$ cat src/rtl/ovf_monitor.sv
// ============================================================================
// Module   : ovf_monitor
// Purpose  : Watches an accumulator overflow bit, counts its rising edges,
//            raises an alarm at OVF_LIMIT and posts one-deep event words.
// Options  : define OVF_MONITOR_PEAK_HOLD_EN to build the i_data peak tracker.
// Revision : 1.0
// ============================================================================
`default_nettype none
`timescale 1ns/1ps

module ovf_monitor #(
  parameter logic [3:0] OVF_LIMIT = 4'd3,
  parameter logic [5:0] PEAK_INIT = 6'd0
) (
  input  logic       clock,
  input  logic       i_rst,
  input  logic [5:0] i_data,
  input  logic       i_overflow,
  input  logic       i_clear,
  input  logic       i_evt_ready,
  output logic [6:0] o_evt_data,
  output logic       o_evt_valid,
  output logic [3:0] o_ovf_count,
  output logic       o_alarm,
  output logic       o_lost,
  output logic [5:0] o_peak
);

  typedef enum logic [1:0] {
    S_IDLE     = 2'd0,
    S_COUNTING = 2'd1,
    S_ALARM    = 2'd2
  } state_t;

  localparam logic [3:0] C_COUNT_MAX = 4'd15;

  state_t     r_state;
  state_t     w_state_nxt;
  logic       r_ovf_q;
  logic       w_edge;
  logic [3:0] r_count;
  logic [3:0] w_count_inc;
  logic [3:0] w_count_nxt;
  logic       r_alarm;

  logic       r_evt_valid;
  logic [6:0] r_evt_data;
  logic       r_lost;
  logic       w_evt_load;
  logic       w_evt_drain;
  logic       w_evt_drop;

  // --------------------------------------------------------------------------
  // Edge detect, saturating count and state decode
  // --------------------------------------------------------------------------
  always_comb begin
    w_edge      = i_overflow & ~r_ovf_q;
    w_count_inc = (r_count == C_COUNT_MAX) ? r_count : r_count + 4'd1;
    w_count_nxt = r_count;
    w_state_nxt = r_state;

    // Clear wins over a coincident edge: the edge is not counted here.
    if (i_clear) begin
      w_count_nxt = 4'd0;
      w_state_nxt = S_IDLE;
    end else if (w_edge) begin
      w_count_nxt = w_count_inc;
      case (r_state)
        S_IDLE, S_COUNTING: w_state_nxt = (w_count_inc >= OVF_LIMIT) ? S_ALARM : S_COUNTING;
        S_ALARM:            w_state_nxt = S_ALARM;
        default:            w_state_nxt = S_IDLE;
      endcase
    end
  end

  always_ff @(posedge clock) begin
    if (i_rst) begin
      r_state <= S_IDLE;
      r_ovf_q <= 1'b0;
      r_count <= 4'd0;
      r_alarm <= 1'b0;
    end else begin
      r_state <= w_state_nxt;
      r_ovf_q <= i_overflow;
      r_count <= w_count_nxt;
      r_alarm <= (w_state_nxt == S_ALARM);
    end
  end

  // --------------------------------------------------------------------------
  // One-entry event buffer; a draining slot may be refilled in the same cycle
  // --------------------------------------------------------------------------
  always_comb begin
    w_evt_drain = r_evt_valid & i_evt_ready;
    w_evt_load  = w_edge & (~r_evt_valid | i_evt_ready);
    w_evt_drop  = w_edge & r_evt_valid & ~i_evt_ready;
  end

  always_ff @(posedge clock) begin
    if (i_rst) begin
      r_evt_valid <= 1'b0;
      r_evt_data  <= 7'd0;
    end else if (w_evt_load) begin
      r_evt_valid <= 1'b1;
      r_evt_data  <= {1'b1, i_data};
    end else if (w_evt_drain) begin
      r_evt_valid <= 1'b0;
    end
  end

  always_ff @(posedge clock) begin
    if (i_rst || i_clear) begin
      r_lost <= 1'b0;
    end else if (w_evt_drop) begin
      r_lost <= 1'b1;
    end
  end

  // --------------------------------------------------------------------------
  // Optional peak tracker
  // --------------------------------------------------------------------------
`ifdef OVF_MONITOR_PEAK_HOLD_EN
  logic [5:0] r_peak;

  always_ff @(posedge clock) begin
    if (i_rst || i_clear) begin
      r_peak <= PEAK_INIT;
    end else if (i_data > r_peak) begin
      r_peak <= i_data;
    end
  end

  assign o_peak = r_peak;
`else
  logic w_peak_init_unused;

  assign w_peak_init_unused = ^PEAK_INIT;
  assign o_peak             = 6'd0;
`endif

  assign o_evt_data  = r_evt_data;
  assign o_evt_valid = r_evt_valid;
  assign o_ovf_count = r_count;
  assign o_alarm     = r_alarm;
  assign o_lost      = r_lost;

endmodule

`default_nettype wire

$ cat config.mk
export PLATFORM = sky130hd
export DESIGN_NAME = ovf_monitor
export DESIGN_NICKNAME = d
export VERILOG_FILES = /design/src/rtl/ovf_monitor.sv
export SDC_FILE = /design/constraint.sdc
export NUM_CORES = 1
export LEC_CHECK = 0
export ABC_CLOCK_PERIOD_IN_PS = 1600
export BUFFER_PORTS_ARGS = -buffer_cell sky130_fd_sc_hd__buf_2
export CAP_MARGIN = 20
export CORE_UTILIZATION = 40
export CTS_CLUSTER_DIAMETER = 40
export CTS_CLUSTER_SIZE = 28
export DETAILED_ROUTE_END_ITERATION = 8
export PLACE_DENSITY_LB_ADDON = 0.3
export SLEW_MARGIN = 20
export SYNTH_ARGS = -nofsm -noshare
export SYNTH_HDL_FRONTEND = slang
export SYNTH_SLANG_ARGS = --single-unit
$ cat constraint.sdc
create_clock -name clock -period 1.6 [get_ports clock]
set_input_delay 0.32 -clock clock [delete_from_list [all_inputs] [get_ports clock]]
set_output_delay 0.32 -clock clock [all_outputs]
set_load 0.02 [all_outputs]
# --- Word-level counts from Yosys, hierarchy flattened ---
# Cells that the tools add are included.
word_totals:
  in_bits: 11
  out_inout_bits: 20
  elab_cells: 34
  reg_bits: 17
op_classes:
  n_mux: 7
  n_bitwise: 9
  add_sub_neg: 1
  n_lt_le_gt_ge: 1
  n_eq_ne: 4
  n_reduce_logical: 5
ops:
  columns: ["operator", "n"]
  rows:
  - ["two-way mux 2 bit", 3]
  - ["AND 1 bit", 5]
  - ["adder 4 x 1 -> 4 bit (second input constant)", 1]
  - ["equality test 2 bit (second input constant)", 2]
  - ["equality test 4 bit (second input constant)", 1]
  - ["greater-or-equal comparator 4 x 2 -> 1 bit (second input constant)", 1]
  - ["two-way mux 4 bit", 1]
  - ["one-hot mux 2 bit (2 select lines)", 1]
  - ["OR reduction 2 bit", 2]
  - ["inverter 1 bit", 3]
  - ["equality test 2 x 1 -> 1 bit (second input constant)", 1]
  - ["zero test 2 bit", 1]
  - ["two-way mux 1 bit", 2]
  - ["nonzero test 2 bit", 1]
  - ["logical OR 1 bit", 1]
  - ["OR 1 bit", 1]

# --- Logic depth before layout (Yosys ltp) ---
depth:
  ltp_word: 8
  ltp_mapped: 5
  mapped_depth_nobuf: 5

# --- Worst setup path before layout ---
# Ideal clock, no wire load.
synth_timing:
  kind: "register to register"
  startpoint: "register r_count[0] (netlist: o_ovf_count[0])"
  endpoint: "register r_state[1]"
  stages_incl_launch_ff: 6
  synth_period_minus_slack_ps: 1411
  path_slack_ps: 189
  path_buffers: 0
  required_time_ps: 1483
  arrival_ps: 1293
  setup_time_ps: 117
  cell_sequence: "dfxtp_1 > ha_1 > nand2_1 > a21oi_1 > o21ai_1 > a32o_1"
synth_via:
  elab_chain_cells: 7
  elab_cells_between_ends: 8
  classes_between: "add/sub: 1; order compare: 1; eq/ne: 1; mux: 5"
synth_lines:
  columns: ["element", "line", "rtl"]
  rows:
  - ["start, declared", "41", "logic [3:0] r_count;"]
  - ["start signal, assigned", "85", "r_count <= w_count_nxt;"]
  - ["adder 4 x 1 -> 4 bit or equality test 4 bit (tied branches)", "58", "w_count_inc = (r_count == C_COUNT_MAX) ? r_count : r_count + 4'd1;"]
  - ["two-way mux 4 bit (*)", "58", null]
  - ["greater-or-equal comparator 4 x 2 -> 1 bit (*)", "69", "S_IDLE, S_COUNTING: w_state_nxt = (w_count_inc >= OVF_LIMIT) ? S_ALARM : S_COUNTING;"]
  - ["two-way mux 2 bit (*)", "69", null]
  - ["one-hot mux 2 bit (2 select lines) (*)", "68", "case (r_state)"]
  - ["two-way mux 2 bit (*)", "66", "end else if (w_edge) begin"]
  - ["two-way mux 2 bit (*)", "63", "if (i_clear) begin"]
  - ["end signal, assigned", "83", "r_state <= w_state_nxt;"]
  - ["end, declared", "37", "state_t r_state;"]
# Every way passes the cells marked *; elsewhere a longest branch is shown, timed or not.
# A chain may end at the register's enable or synchronous reset.

# --- Worst setup path in the final report ---
# Ends and elaborated chain as after synthesis.

==> results.toml <==
[yosys]
postSynthAreaPerCell_um2 = 9.81
ys_ff_latch = 17
synth-seq-area-share_pct = 45.0
synth_cell_types = 28
ys.warnings.count = 0
synth_cells = 77
netlist_area_um2 = 756

[timing]
hold_ws_ps = 263
timing.fmax_mhz = 728
slew_viol_final = 0
finClkSkew_ps = 3.99
setup_slack_ps = 226
layout_worst_path_cycle_share_pct = 85.9
period_minus_slack_ps = 1370
setup_viol = 0
hold_viol = 0
rsz0062_at_grt = "false"
fin_setup_tns_ps = 0

[worst_setup_path]
max_stage_delay_ps = 430
crit_chain = "ha_1, nand2_1, a21oi_1, o21ai_1, a32o_1"
crit_path_max_fanout = 6
critPathLaunchType = "flip-flop"
required_ps = 1780
path_class = "flip-flop to flip-flop"
arrival_ps = 1560
cpMaxStageDelayCell = "dfxtp_1"
cp_top_family = "compound AO/OA/AOI/OAI gates"
crit_path_end_kind = "flip-flop"
rrSetupSlack_ps = 230
path_buf_inv = 0

[clock_tree]
path_clk_slew_ps = 100
cts_sinks = 17
clock_latency_ps = 280
root_buffer = "clkbuf_4"
cts_repair_resize_count = 0
htreeDepth = 1
cts.path.max_buffers = 2
cts_buffers = 3
cts_setup_buffers = 0
cts_tree = "built"
ctsHoldBuffers = 0

[global_routing]
grt_first_pass_wirelength_um = 1990
antenna_found_initial = 0
overflow = 0
grt_pass1_vias = 470
grt_use_total_pct = 14.0
grt_max_degree = 12

[floorplan]
core_area_mm2 = 0.00175
io_pins = 31
fp.dieArea_mm2 = 0.00207
die_height_um = 45.5
initial_core_util_pct = 43.3
die_w_um = 45.5
rows = 15

[pwr]
ir_drop_mv = 0.623
p_leak_uw = 0.000426
seqPwrFrac_pct = 56.1
finalPower_uw = 803
switching_power_uw = 216
power_density_mw_per_mm2 = 895
internal_power_uw = 588
combPwrFrac_pct = 15.9
pwr-share-clk_pct = 27.9
p_sw_share_pct = 26.8

[place]
gp_congestion = 0.811
postPlaceCellArea_um2 = 871
post-dp-hpwl_um = 961
place_ws_ps = 248
portBuffers = 24

[detailed_routing]
totalWireLength_um = 1230
drt_iter0_markers = 4
ant_nets = 0
met1_length_um = 558
wl_met3_um = 70
vias = 585
wl_met2_um = 592
viasPerCell = 4.61
drt-pass1-iter-count = 3
drcViolationCount = 0
wl_per_cell_um = 9.72
route.top_layer_used = "met4"

[cells_and_area]
syn_to_final_growth_pct = 18.7
antenna_cells = 0
fin_nets = 115
fill_cells = 178
final_cell_area_um2 = 897
drive_gt1_share_pct = 32.4

[outcome]
status = "complete, no violations"

[worst_hold_path]
hold_class = "primary input to flip-flop"

[flow_run]
cap_violations = 0
## final cells by class
cell class	instances	area (µm²)	share of cell area [%]
flip-flops and latches	17	340	37.9
repair buffers	24	120	13.4
well taps	25	31.3	3.49
multi-input cells	55	372	41.4
clock buffers	4	26.3	2.93
inverters	2	7.51	0.837
## cells in the mapped netlist
cell / instances / share of area (%)
a21oi_1: 5 / 3.3
a311oi_1: 1 / 1.2
a31oi_2: 1 / 1.7
a32o_1: 2 / 2.6
and2b_1: 1 / 0.99
and2b_4: 1 / 1.3
and3_1: 1 / 0.83
and4b_1: 1 / 1.3
buf_2: 1 / 0.66
buf_4: 6 / 6.0
clkbuf_2: 1 / 0.66
conb_1: 1 / 0.50
dfxtp_1: 17 / 45
ha_1: 1 / 1.7
inv_1: 2 / 0.99
mux2i_1: 7 / 9.3
nand2_1: 2 / 0.99
nand2b_4: 1 / 1.8
nand3_1: 1 / 0.66
nor2_1: 15 / 7.4
nor2_8: 1 / 2.6
nor2b_1: 2 / 1.7
nor3_1: 1 / 0.66
nor3_2: 1 / 1.3
o21ai_1: 1 / 0.66
o41ai_2: 1 / 2.2
or2_1: 1 / 0.83
xnor2_1: 1 / 1.2
## cell families (layout without fill, tap and decap cells)
family / count (synthesis) / after routing / share of synthesized area, %
AND/OR/NAND/NOR: 29 / 29 / 22.5
buffers and inverters: 10 / 30 / 8.28
adder cells (fa/ha/maj): 1 / 1 / 1.66
AO/OA/AOI/OAI: 11 / 11 / 11.6
other: 1 / 6 / 0.496
XOR/XNOR: 1 / 1 / 1.16
multiplexers: 7 / 7 / 9.27
flip-flops: 17 / 17 / 45.0
## cell usage in the layout (no fill, tap or decap), types with 2 or more instances in the layout
cell type and count:
buf_2 24, dfxtp_1 17, nor2_1 15, mux2i_1 7, conb_1 6, a21oi_1 5, clkbuf_4 3, nor2b_1 2
inv_1 2, nand2_1 2, a32o_1 2
## metrics by stage
step / util, % / std cells
floorplan: - / 82
detailed placement: 49.9 / 123
CTS: 51.4 / 127
finish: 51.4 / 127
global route: 51.4 / 127
global placement: 49.9 / 123
## tightest hold or removal path, stage by stage
cell and delay (ps):
buf_2 70, mux2i_1 50, nor2_1 70
## registers in the layout, summed over array words and instances, names as in the netlist
name / count
o_alarm: 1
o_evt_data: 7
o_evt_valid: 1
o_lost: 1
o_ovf_count: 4
r_ovf_q: 1
r_state: 2
## power groups by stage
stage / Sequential [µW] / Combinational, µW / Clock, µW
finish: 451 / 128 / 224
global route: 453 / 140 / 251
CTS: 451 / 130 / 237
detailed placement: 461 / 130 / 0
global placement: 460 / 129 / 0
floorplan: 479 / 86.3 / 0
## worst paths after layout
kind                                    start                    endpoint  depth (start not counted)
setup / recovery  o_ovf_count[0]$_SDFFE_PP0P_       r_state[1]$_SDFF_PP0_                          5
hold / removal                      i_data[3]  o_evt_data[3]$_SDFFE_PP0P_                          3
setup reg to reg  o_ovf_count[0]$_SDFFE_PP0P_       r_state[1]$_SDFF_PP0_                          5
hold reg to reg           o_lost$_SDFFE_PP0P_         o_lost$_SDFFE_PP0P_                          2
## per-layer routing
| metal | up-vias | track usage, % |
|---|---|---|
| li1 | 298 | - |
| met1 | 266 | 16.7 |
| met2 | 19 | 21.4 |
| met3 | 2 | 4.76 |
| met4 | 0 | 9.09 |
| met5 | - | 0 |
No activity file was read; power rests on OpenSTA's default activity.
